==> src/rtl/parallel_cnt7.sv <==
// -----------------------------------------------------------------------------
// parallel_cnt7 -- 7-input population counter built as a 7:3 compressor.
//
// Computes the number of set bits in a 7-bit word combinationally, keeps a
// registered copy qualified by a valid strobe, and optionally keeps a
// saturating running total of all counted ones.
//
// Optional feature:
//   PARALLEL_CNT7_ACC_EN  when defined, compiles in the accumulator together
//                         with its acc_clr input and acc/acc_sat outputs.
//                         When undefined, those ports and logic are absent.
//
// Parameters:
//   ACC_W    accumulator width in bits, legal range 3..32 (default 16).
//
// Ports:
//   clk      in   1      clock; all state updates on the rising edge
//   rst      in   1      synchronous active-high reset
//   in       in   7      data bits to be counted
//   in_vld   in   1      qualifies in for the registered/accumulated paths
//   acc_clr  in   1      synchronous accumulator clear (ACC_EN only)
//   out      out  3      combinational population count of in
//   out_q    out  3      registered population count (loads when in_vld=1)
//   out_vld  out  1      in_vld delayed by one cycle, aligned with out_q
//   acc      out  ACC_W  saturating running sum of counted ones (ACC_EN only)
//   acc_sat  out  1      sticky saturation flag (ACC_EN only)
// -----------------------------------------------------------------------------
module parallel_cnt7 #(
    parameter int ACC_W = 16
) (
    input  logic             clk,
    input  logic             rst,
    input  logic [6:0]       in,
    input  logic             in_vld,
`ifdef PARALLEL_CNT7_ACC_EN
    input  logic             acc_clr,
`endif
    output logic [2:0]       out,
    output logic [2:0]       out_q,
    output logic             out_vld
`ifdef PARALLEL_CNT7_ACC_EN
    ,
    output logic [ACC_W-1:0] acc,
    output logic             acc_sat
`endif
);

    // Out-of-range widths are rejected at elaboration time.
    if (ACC_W < 3 || ACC_W > 32) begin : g_acc_w_illegal
        $error("parallel_cnt7: ACC_W must be in 3..32");
    end

    // -------------------------------------------------------------------------
    // 7:3 compressor
    //   level 1: two full adders on in[2:0] and in[5:3]  (weight-1 inputs)
    //   level 2: full adder on both level-1 sums and in[6] -> bit 0
    //   level 3: full adder on the three weight-2 carries  -> bit 1,
    //            its carry (weight 4)                      -> bit 2
    // -------------------------------------------------------------------------
    logic [1:0] w_l1_sum;
    logic [1:0] w_l1_carry;
    logic       w_l2_sum;
    logic       w_l2_carry;
    logic       w_l3_sum;
    logic       w_l3_carry;
    logic [2:0] w_cnt;

    genvar gi;
    generate
        for (gi = 0; gi < 2; gi++) begin : g_l1_fa
            logic w_a;
            logic w_b;
            logic w_c;
            assign w_a            = in[3*gi];
            assign w_b            = in[3*gi+1];
            assign w_c            = in[3*gi+2];
            assign w_l1_sum[gi]   = w_a ^ w_b ^ w_c;
            assign w_l1_carry[gi] = (w_a & w_b) | (w_a & w_c) | (w_b & w_c);
        end
    endgenerate

    assign w_l2_sum   = w_l1_sum[0] ^ w_l1_sum[1] ^ in[6];
    assign w_l2_carry = (w_l1_sum[0] & w_l1_sum[1]) |
                        (w_l1_sum[0] & in[6])       |
                        (w_l1_sum[1] & in[6]);

    assign w_l3_sum   = w_l1_carry[0] ^ w_l1_carry[1] ^ w_l2_carry;
    assign w_l3_carry = (w_l1_carry[0] & w_l1_carry[1]) |
                        (w_l1_carry[0] & w_l2_carry)    |
                        (w_l1_carry[1] & w_l2_carry);

    assign w_cnt = {w_l3_carry, w_l3_sum, w_l2_sum};
    assign out   = w_cnt;

    // -------------------------------------------------------------------------
    // Registered count and valid
    // -------------------------------------------------------------------------
    logic [2:0] r_out_q;
    logic       r_out_vld;

    always_ff @(posedge clk) begin
        if (rst) begin
            r_out_q   <= 3'd0;
            r_out_vld <= 1'b0;
        end else begin
            r_out_vld <= in_vld;
            if (in_vld) begin
                r_out_q <= w_cnt;
            end
        end
    end

    assign out_q   = r_out_q;
    assign out_vld = r_out_vld;

`ifdef PARALLEL_CNT7_ACC_EN
    // -------------------------------------------------------------------------
    // Saturating accumulator. The sum is formed one bit wider than the
    // accumulator so the top bit flags overflow past 2^ACC_W-1.
    // -------------------------------------------------------------------------
    localparam logic [ACC_W-1:0] ACC_MAX = '1;

    logic [ACC_W-1:0] r_acc;
    logic             r_acc_sat;
    logic [ACC_W-1:0] w_cnt_ext;
    logic [ACC_W:0]   w_acc_sum;

    assign w_cnt_ext = ACC_W'(w_cnt);
    assign w_acc_sum = {1'b0, r_acc} + {1'b0, w_cnt_ext};

    always_ff @(posedge clk) begin
        if (rst) begin
            r_acc     <= '0;
            r_acc_sat <= 1'b0;
        end else if (acc_clr) begin
            // Clear-then-add: a valid sample on the clear cycle seeds the sum.
            r_acc     <= in_vld ? w_cnt_ext : '0;
            r_acc_sat <= 1'b0;
        end else if (in_vld) begin
            if (w_acc_sum[ACC_W]) begin
                r_acc     <= ACC_MAX;
                r_acc_sat <= 1'b1;
            end else begin
                r_acc     <= w_acc_sum[ACC_W-1:0];
            end
        end
    end

    assign acc     = r_acc;
    assign acc_sat = r_acc_sat;
`endif

endmodule

==> config.mk <==
export PLATFORM = sky130hd
export DESIGN_NAME = parallel_cnt7
export DESIGN_NICKNAME = d
export VERILOG_FILES = /design/src/rtl/parallel_cnt7.sv
export SDC_FILE = /design/constraint.sdc
export NUM_CORES = 1
export LEC_CHECK = 0
export CORE_AREA = 2 2 39 41
export CTS_BUF_LIST = sky130_fd_sc_hd__clkbuf_16
export CTS_CLUSTER_DIAMETER = 200
export DETAILED_ROUTE_END_ITERATION = 7
export DIE_AREA = 0 0 41 43
export SYNTH_ARGS = -nofsm -noshare
export SYNTH_HDL_FRONTEND = slang
export SYNTH_SLANG_ARGS = --single-unit
==> constraint.sdc <==
create_clock -name clk -period 4.65 [get_ports clk]
set_input_delay 1.395 -clock clk [delete_from_list [all_inputs] [get_ports clk]]
set_output_delay 1.395 -clock clk [all_outputs]
set_load 0.05 [all_outputs]
==> results.json <==
{
  "p_leak_uw": 0.000248,
  "antenna_found_initial": 0,
  "rr_worst_depth": 2,
  "syn_nets": 40,
  "vdd_drop_max_mv": 0.231,
  "holdPathStages": 2,
  "cts_sinks": 4,
  "grt_pass1_wl_um": 834,
  "setup_viol": 0,
  "hp-class": "reg2reg",
  "ioPinCount": 17,
  "fp.dieW_um": 41,
  "dieArea_um2": 1760,
  "clock_latency_ns": 0.22,
  "cts_made_buffers": 3,
  "min_to": "out_q[0]",
  "ys_types": 8,
  "start_util_pct": 18.6,
  "gp_congestion": 0.627,
  "layout-drive-gt1-share_pct": 29.5,
  "drv_slew": 0,
  "rrSetupSlack_ns": 4.05,
  "fp.dieH_um": 43,
  "syn_to_final_growth_pct": 103,
  "crit_arrival_ns": 3.18,
  "grt_max_degree": 6,
  "finClkSkew_ns": 0,
  "dp_hpwl_um": 436,
  "h-tree-depth": 1,
  "rows": 14,
  "yosys_warnings": 0,
  "crit_chain": "dlygate4sd2_1 > inv_2 > fa_1 > fa_2 > inv_2 > fa_1 > buf_6",
  "worstMarginPinSlew_ns": 0.490,
  "critPathSlowestCell": "fa_1",
  "finish.instance_area_um2": 524,
  "drt-initial-drc-count": 0,
  "vias_per_cell": 3.45,
  "finalHoldViolations": 0,
  "final_common_cell": "clkdlybuf4s50_1",
  "overflow": 0,
  "routedWlPerCell_um": 8.33,
  "crit_required_ns": 3.25,
  "grt_pass1_vias": 214,
  "critPathKind": "in2out",
  "cp_max_fo": 2,
  "cts_tree": "built",
  "postCtsSetupRepairBufs": 0,
  "rsz0062_at_grt": "false",
  "seq_area_frac_synth_pct": 31.1,
  "drt_wl_total_um": 500,
  "antenna_cells": 0,
  "placed_area_um2": 448,
  "io_buffers": 16,
  "power.density_nw_per_um2": 543,
  "num_vias": 207,
  "reg2reg_to": "out_q[0]",
  "post-route-min-period_ns": 4.58,
  "cts_buffer_depth": 2,
  "clk_pin_slew_worst_paths_ns": 0.03,
  "crit_path_end_kind": "output port",
  "core_um2": 1380,
  "crit_path_start_kind": "primary input",
  "fin_cells": 60,
  "synth.avg_cell_area_um2": 9.91,
  "finalPower_uw": 285,
  "placedCellCount": 57,
  "dr.pass1.iters": 1,
  "slew-limit-headroom_pct": 67.2,
  "max_freq_ghz": 0.218,
  "syn_inst": 26,
  "final_cell_mix": "7 x clkdlybuf4s50_1, 4 x inv_1, 4 x inv_2, 4 x dlygate4sd2_1, 4 x dfxtp_1",
  "max_stage_delay_ns": 0.50,
  "nets": 60,
  "min_period_over_period_pct": 98.4,
  "hold_path.startpoint": "out_q[0]",
  "r2r_start": "out_q[0]",
  "grtUsageTotal_pct": 7.68,
  "drc": 0,
  "ctsHoldBuffers": 0,
  "cap_viol_max_count": 0,
  "ys_seq_elements": 4,
  "ant_nets": 0,
  "netlist_area_um2": 258,
  "cts-root-buf": "clkbuf_16",
  "status": "complete, no violations"
}
==> power by group <==
part | internal, uW | switching, uW | total, uW | leakage, uW
combinational | 50.2 | 62.4 | 113 | 0.000178
sequential | 38.4 | 1.57 | 40.0 | 0.0000332
clock | 110 | 22.4 | 132 | 0.0000370
==> area by class of cell <==
type | count | area [um^2]
clock buffers | 3 | 75.1
fillers | 140 | 860
inverters | 8 | 30.0
multi-input cells | 11 | 128
flip-flops and latches | 4 | 80.1
well taps | 16 | 20.0
repair buffers | 18 | 191
==> per-layer routing <==
metal | share of wire, % | global-route usage, % | vias up
li1 | - | - | 107
met1 | 37 | 9.51 | 90
met2 | 50 | 9.06 | 10
met3 | 13 | 6.28 | 0
met4 | 0 | 4.00 | 0
met5 | 0 | 0 | -
==> timing repair <==
item | in CTS | in global routing
setup endpoints to repair | 2 | 1
resized for setup | 12 | 2
pin swaps | 4 | 4
==> per-stage QoR <==
step	hold slack (ns)	TNS (ns)	worst slack (ns)	util [%]
floorplan	0.692	0	0.269	-
global placement	0.467	-0.275	-0.254	32.4
detailed placement	0.471	-0.268	-0.257	32.4
CTS	0.472	0	0.00515	37.7
global route	0.504	0	0.00607	37.9
finish	0.472	0	0.0733	37.9
==> sequential cells by signal, indices dropped and copies added, names as in the netlist <==
signal   count
out_q        3
out_vld      1
==> logic make-up (layout without fill, tap and decap cells) <==
family | count (synthesis) | in the layout | share of synthesized area [%]
mux | 2 | 2 | 7.77
buf+inv | 11 | 29 | 20.4
fa+ha+maj | 4 | 4 | 31.1
flops | 4 | 4 | 31.1
compound gates | 1 | 1 | 2.91
simple gates | 4 | 4 | 6.80
==> synthesized netlist by cell type <==
library cell	instances	area, um^2
buf_4	3	22.5
nor2b_1	1	6.26
inv_1	8	30.0
mux2i_1	2	20.0
nor2_1	3	11.3
a211oi_1	1	7.51
dfxtp_1	4	80.1
fa_1	4	80.1
==> worst max-delay path: cells and delay by family <==
family / cells / cell delay, ns
adders and majority gates: 3 / 1.31
buffers and inverters: 4 / 0.48
==> worst max-delay path by stage <==
| stage | start | endpoint | cells after the start |
|---|---|---|---|
| floorplan | in[0] | out[1] | 6 |
| global placement | in[0] | out[1] | 7 |
| detailed placement | in[0] | out[1] | 7 |
| CTS | in[3] | out[1] | 7 |
| global route | in[0] | out[1] | 7 |
| finish | in[1] | out[1] | 7 |
No activity file was read; power rests on OpenSTA's default activity.
